===== config.mk =====
export PLATFORM = sky130hd
export DESIGN_NAME = dat_stack_mem
export DESIGN_NICKNAME = d
export VERILOG_FILES = /design/src/rtl/dat_mem_pkg.sv /design/src/rtl/dat_mem_array.sv /design/src/rtl/dat_stack_mem.sv
export SDC_FILE = /design/constraint.sdc
export NUM_CORES = 2
export LEC_CHECK = 0
export CAP_MARGIN = 10
export CELL_PAD_IN_SITES_DETAIL_PLACEMENT = 1
export CELL_PAD_IN_SITES_GLOBAL_PLACEMENT = 2
export CORE_UTILIZATION = 49
export DETAILED_ROUTE_END_ITERATION = 8
export PLACE_DENSITY_LB_ADDON = 0.1
export SYNTH_ARGS = -nofsm -noshare
export SYNTH_HDL_FRONTEND = slang
export SYNTH_SLANG_ARGS = --single-unit

===== constraint.sdc =====
create_clock -name clk -period 7.8 [get_ports clk]
set_input_delay 1.56 -clock clk [delete_from_list [all_inputs] [get_ports clk]]
set_output_delay 1.56 -clock clk [all_outputs]
set_load 0.1 [all_outputs]

===== src/rtl/dat_mem_pkg.sv =====
// -----------------------------------------------------------------------------
// dat_mem_pkg
// Shared definitions for the data memory with built-in hardware stack.
//   mem_op_t       : 3-bit operation code driven on the memory op port
//   DEF_W          : default data word width
//   DEF_DEPTH      : default number of words
//   DEF_STACK_BASE : default lowest stack address
// -----------------------------------------------------------------------------
package dat_mem_pkg;

    typedef enum logic [2:0] {
        OP_NOP   = 3'd0,
        OP_LOAD  = 3'd1,
        OP_STORE = 3'd2,
        OP_PUSH  = 3'd3,
        OP_POP   = 3'd4
    } mem_op_t;

    localparam int DEF_W          = 8;
    localparam int DEF_DEPTH      = 256;
    localparam int DEF_STACK_BASE = 192;

endpackage


===== src/rtl/dat_mem_array.sv =====
// -----------------------------------------------------------------------------
// dat_mem_array
// Storage array with one synchronous write port and one combinational read
// port. Contents are never reset.
//   clk     : write clock
//   i_we    : write enable
//   i_waddr : write address
//   i_wdata : write data
//   i_raddr : read address
//   o_rdata : read data (combinational, shows pre-write contents)
// -----------------------------------------------------------------------------
module dat_mem_array #(
    parameter  int W     = 8,
    parameter  int DEPTH = 256,
    localparam int AW    = $clog2(DEPTH)
) (
    input  logic          clk,
    input  logic          i_we,
    input  logic [AW-1:0] i_waddr,
    input  logic [W-1:0]  i_wdata,
    input  logic [AW-1:0] i_raddr,
    output logic [W-1:0]  o_rdata
);

    logic [W-1:0] r_mem [DEPTH];

    always_ff @(posedge clk) begin
        if (i_we) begin
            r_mem[i_waddr] <= i_wdata;
        end
    end

    assign o_rdata = r_mem[i_raddr];

endmodule


===== src/rtl/dat_stack_mem.sv =====
// -----------------------------------------------------------------------------
// dat_stack_mem
// Data memory with a single load/store port and a hardware stack living in
// [STACK_BASE, DEPTH-1]. The stack grows downward; sp points at the current
// top-of-stack word and equals DEPTH when the stack is empty.
//   clk       : clock, all state updates on the rising edge
//   reset     : asynchronous active-high reset (sp, flags, output register)
//   op        : operation (NOP/LOAD/STORE/PUSH/POP, codes 5-7 act as NOP)
//   addr      : address for LOAD/STORE
//   data_in   : write data for STORE/PUSH
//   data_out  : read data, combinational (REG_OUT=0) or registered (REG_OUT=1)
//   sp        : stack pointer
//   empty     : sp == DEPTH
//   full      : sp == STACK_BASE
//   overflow  : sticky, PUSH attempted while full
//   underflow : sticky, POP attempted while empty
// -----------------------------------------------------------------------------
module dat_stack_mem
    import dat_mem_pkg::*;
#(
    parameter  int W          = DEF_W,
    parameter  int DEPTH      = DEF_DEPTH,
    parameter  int STACK_BASE = DEF_STACK_BASE,
    parameter  int REG_OUT    = 0,
    localparam int AW         = $clog2(DEPTH)
) (
    input  logic          clk,
    input  logic          reset,
    input  mem_op_t       op,
    input  logic [AW-1:0] addr,
    input  logic [W-1:0]  data_in,
    output logic [W-1:0]  data_out,
    output logic [AW:0]   sp,
    output logic          empty,
    output logic          full,
    output logic          overflow,
    output logic          underflow
);

    localparam logic [AW:0]   SP_EMPTY = (AW+1)'(DEPTH);
    localparam logic [AW:0]   SP_FULL  = (AW+1)'(STACK_BASE);
    localparam logic [AW:0]   SP_ONE   = (AW+1)'(1);
    localparam logic [AW-1:0] A_ONE    = AW'(1);

    logic [AW:0]   r_sp;
    logic          r_overflow;
    logic          r_underflow;

    logic          w_empty;
    logic          w_full;
    logic          w_is_push;
    logic          w_is_pop;
    logic          w_push_ok;
    logic          w_pop_ok;
    logic          w_we;
    logic [AW-1:0] w_push_addr;
    logic [AW-1:0] w_waddr;
    logic [AW-1:0] w_raddr;
    logic [W-1:0]  w_rdata;
    logic [W-1:0]  w_rd;

    assign w_empty   = (r_sp == SP_EMPTY);
    assign w_full    = (r_sp == SP_FULL);
    assign w_is_push = (op == OP_PUSH);
    assign w_is_pop  = (op == OP_POP);
    assign w_push_ok = w_is_push && !w_full;
    assign w_pop_ok  = w_is_pop && !w_empty;

    // sp-1 computed on the low AW bits only: when sp == DEPTH the low bits are
    // zero and the subtraction wraps to DEPTH-1, which is the correct slot.
    assign w_push_addr = r_sp[AW-1:0] - A_ONE;

    assign w_we    = (op == OP_STORE) || w_push_ok;
    assign w_waddr = w_is_push ? w_push_addr : addr;
    assign w_raddr = w_is_pop ? r_sp[AW-1:0] : addr;

    // A POP on an empty stack would address mem[0]; force the result to zero.
    assign w_rd = (w_is_pop && w_empty) ? '0 : w_rdata;

    dat_mem_array #(
        .W     (W),
        .DEPTH (DEPTH)
    ) u_array (
        .clk     (clk),
        .i_we    (w_we),
        .i_waddr (w_waddr),
        .i_wdata (data_in),
        .i_raddr (w_raddr),
        .o_rdata (w_rdata)
    );

    always_ff @(posedge clk or posedge reset) begin
        if (reset) begin
            r_sp        <= SP_EMPTY;
            r_overflow  <= 1'b0;
            r_underflow <= 1'b0;
        end else begin
            if (w_push_ok) begin
                r_sp <= r_sp - SP_ONE;
            end else if (w_pop_ok) begin
                r_sp <= r_sp + SP_ONE;
            end
            if (w_is_push && w_full) begin
                r_overflow <= 1'b1;
            end
            if (w_is_pop && w_empty) begin
                r_underflow <= 1'b1;
            end
        end
    end

    generate
        if (REG_OUT != 0) begin : g_reg_out
            logic [W-1:0] r_dout;

            always_ff @(posedge clk or posedge reset) begin
                if (reset) begin
                    r_dout <= '0;
                end else begin
                    r_dout <= w_rd;
                end
            end

            assign data_out = r_dout;
        end else begin : g_comb_out
            assign data_out = w_rd;
        end
    endgenerate

    assign sp        = r_sp;
    assign empty     = w_empty;
    assign full      = w_full;
    assign overflow  = r_overflow;
    assign underflow = r_underflow;

endmodule


==> metrics <==
outcome=completed; Seq/Total Area, Yosys=74.3%; Slew Limit Fails=0; CP cell instances=clkdlybuf4s50_1 -> buf_4 -> nand4bb_2 -> o21ai_4 -> buf_12 -> buf_4 -> buf_4 -> mux2i_1 -> a221oi_1 -> nand3_1 -> nand4_1 -> nor2_1 -> o31ai_2 -> buf_4 -> buf_12; P_sw=0.00680 W; Worst setup EP type=output pin; final-report setup violation count=0; P&R area growth vs syn=13.1%; Mapped Area=83200 sq um; Residual DRC=0; worst hold slack=0.471 ns; first-pass GRT wire length=388 mm; r2r setup slk=2.78 ns; Setup crit end=data_out[7]; vias in the first global route=53973; Critical R2R Launch=sp[3]; crit path launch=op[0]; full die area=171000 sq um; Yosys warnings=0; reg-to-reg endpoint=u_array.r_mem[120][4]; pwr dens=270 nW/um^2; TritonCTS clock tree=done; Gate power share=13.1%; GP Congestion=0.859; Sink Count=2059; Pint=0.0186 W; Buffers on Ports=41; # IOs=42; leak pwr=31.9 nW; Max Fclk=0.130 GHz; Yosys reg bits=2059; Flop pwr share=48.4%; nets@finish=6261; Die H=414 um; TritonCTS buffer count=211; Initial Util=49.6%; ANT nets after route=0; Clock power frac=38.4%; synthesized net count=6124; Hold-fix buffers, CTS=0; number of synthesized flops with an enable pin=2048; via count=53317; fraction of registers with async set/reset=0.534%; Max Cap Viol=0; Placed Area=87500 sq um; total gr overflow=0; commonest non-fill, non-tap cell in the layout=edfxtp_1; drt via density=6.19; crit path time final=7.70 ns; Root Driver=clkbuf_16; clock slew at reported path FFs=0.06 ns; Post-Syn Instances=6093; Horiz. Die Dim=414 um; Max Clock Skew=0.0417 ns; Place WS=-0.227 ns; Worst path most repeated cell=buf_4; final setup TNS=0 ns; Max-slew headroom=14.6%; drt total wl=271 mm; WS Path Type=input port to output pin; Critical Path AT=6.14 ns; worst hold path class=flop to flop; final worst slack=0.105 ns; initial antenna violation count=12; DR WL/cell=31.4 um; Post-DP HPWL=169 mm; Clock Tree Buf Depth=3; most frequent cells in the layout=2048 x edfxtp_1, 1370 x nand2_1, 753 x nand3_1; crit path max fanout=26; post-route cell area=94100 sq um; GRT Total Usage=31.3%; initial drt markers=5405; CTS H-Tree Depth=4; main flop type after synthesis=edfxtp_1; slowest CP cell=a221oi_1; crit-path max cell delay=0.61 ns; Reg2Reg Depth=7; Clock Latency Late Sink=0.87 ns; syn avg cell area=13.7 sq um; fill count=16133; largest net degree at the start of global routing=179; Placeable Area=168000 sq um; Req. time, crit path=6.24 ns; RSZ-0062 raised after global routing=false; number of distinct library cells after synthesis=75; Cell Rows=150; Slew @ Worst Pin=1.27 ns; crit start category=input port; total iterations of the first detailed-routing run=6; share of cells above drive strength 1=10.3%; Net Sw Frac=26.8%; fin crit share=98.7%; Fin. Hold Viols=0; maximum vdd drop=249 uV
==> worst min path at each step <==
stage / from / end / slack (ns) / cells past startpoint
floorplan: sp[8] / sp[8] / 0.76 / 1
global placement: underflow / underflow / 0.44 / 1
detailed placement: underflow / underflow / 0.46 / 1
CTS: underflow / underflow / 0.48 / 1
global route: underflow / underflow / 0.52 / 1
finish: underflow / underflow / 0.47 / 1
==> metrics by stage <==
step	util (%)	power, W	std cells
3_5_place_dp	52.1	0.0158	8220
6_report	56.1	0.0254	8620
5_1_grt	56.1	0.0260	8619
2_1_floorplan	-	0.0143	6093
4_1_cts	56.1	0.0255	8614
3_3_place_gp	52.1	0.0158	8220
==> per-layer routing <==
metal  wire length, um  track usage, %  part of all wire (%)
met5                55               0                 0.020
met3             17500            4.94                   6.5
met1            115000            43.5                    42
met4              9480            10.9                   3.5
met2            129000            50.2                    48
==> sequential cells by signal (all words and copies together) (netlist names) <==
signal,cells
underflow,1
sp,9
overflow,1
u_array.r_mem,2048
==> power groups by stage <==
stage,Sequential [W],Combinational (W),Clock (W)
after floorplan,0.0126,0.00161,0
after global placement,0.0125,0.00325,0
after detailed placement,0.0125,0.00330,0
after CTS,0.0123,0.00332,0.00985
after global routing,0.0123,0.00348,0.0102
final,0.0123,0.00334,0.00977
==> timing repair <==
item,in CTS,in global routing
hold endpoints to repair,0,0
gates cloned,1,0
setup endpoints to repair,3,5
buffers inserted,0,0
pin swaps,2,2
resized for setup,6,4
==> layout make-up <==
cell class / count / area [sq um] / area share, %
Sequential cell: 2059 / 61800 / 65.6
Multi-Input combinational cell: 3596 / 19600 / 20.9
Clock buffer: 261 / 5550 / 5.90
Timing Repair Buffer: 306 / 3160 / 3.36
Tap cell: 2204 / 2760 / 2.93
Clock inverter: 132 / 1010 / 1.07
Inverter: 56 / 210 / 0.223
Antenna cell: 6 / 15.0 / 0.0160
==> cell usage after synthesis (46+ instances only) <==
master | number | area share (%)
a211oi_1 | 130 | 1.2
nand3_1 | 753 | 4.5
inv_1 | 56 | 0.25
clkbuf_1 | 116 | 0.52
nor2_1 | 311 | 1.4
edfxtp_1 | 2048 | 74
a31oi_1 | 71 | 0.53
a21oi_1 | 146 | 0.88
mux2i_1 | 360 | 4.3
nand2_1 | 1379 | 6.2
buf_2 | 209 | 1.3
o221ai_1 | 46 | 0.48
==> critical path: cells and delay by family <==
kind	cells	cell delay [ns]
mux	1	0.14
buf+inv	7	2.19
simple gates	4	1.04
compound gates	3	1.15
==> cells by family after synthesis <==
family	synth area share, %
AOI/OAI and AO/OA	5.01
xor gates and xnor gates	0.147
adders and majority gates	0.159
buffers and inverters	2.43
DFF	74.3
muxes	4.79
and+or+nand+nor	13.2
Note: power is estimated with default switching activity, not from simulation.
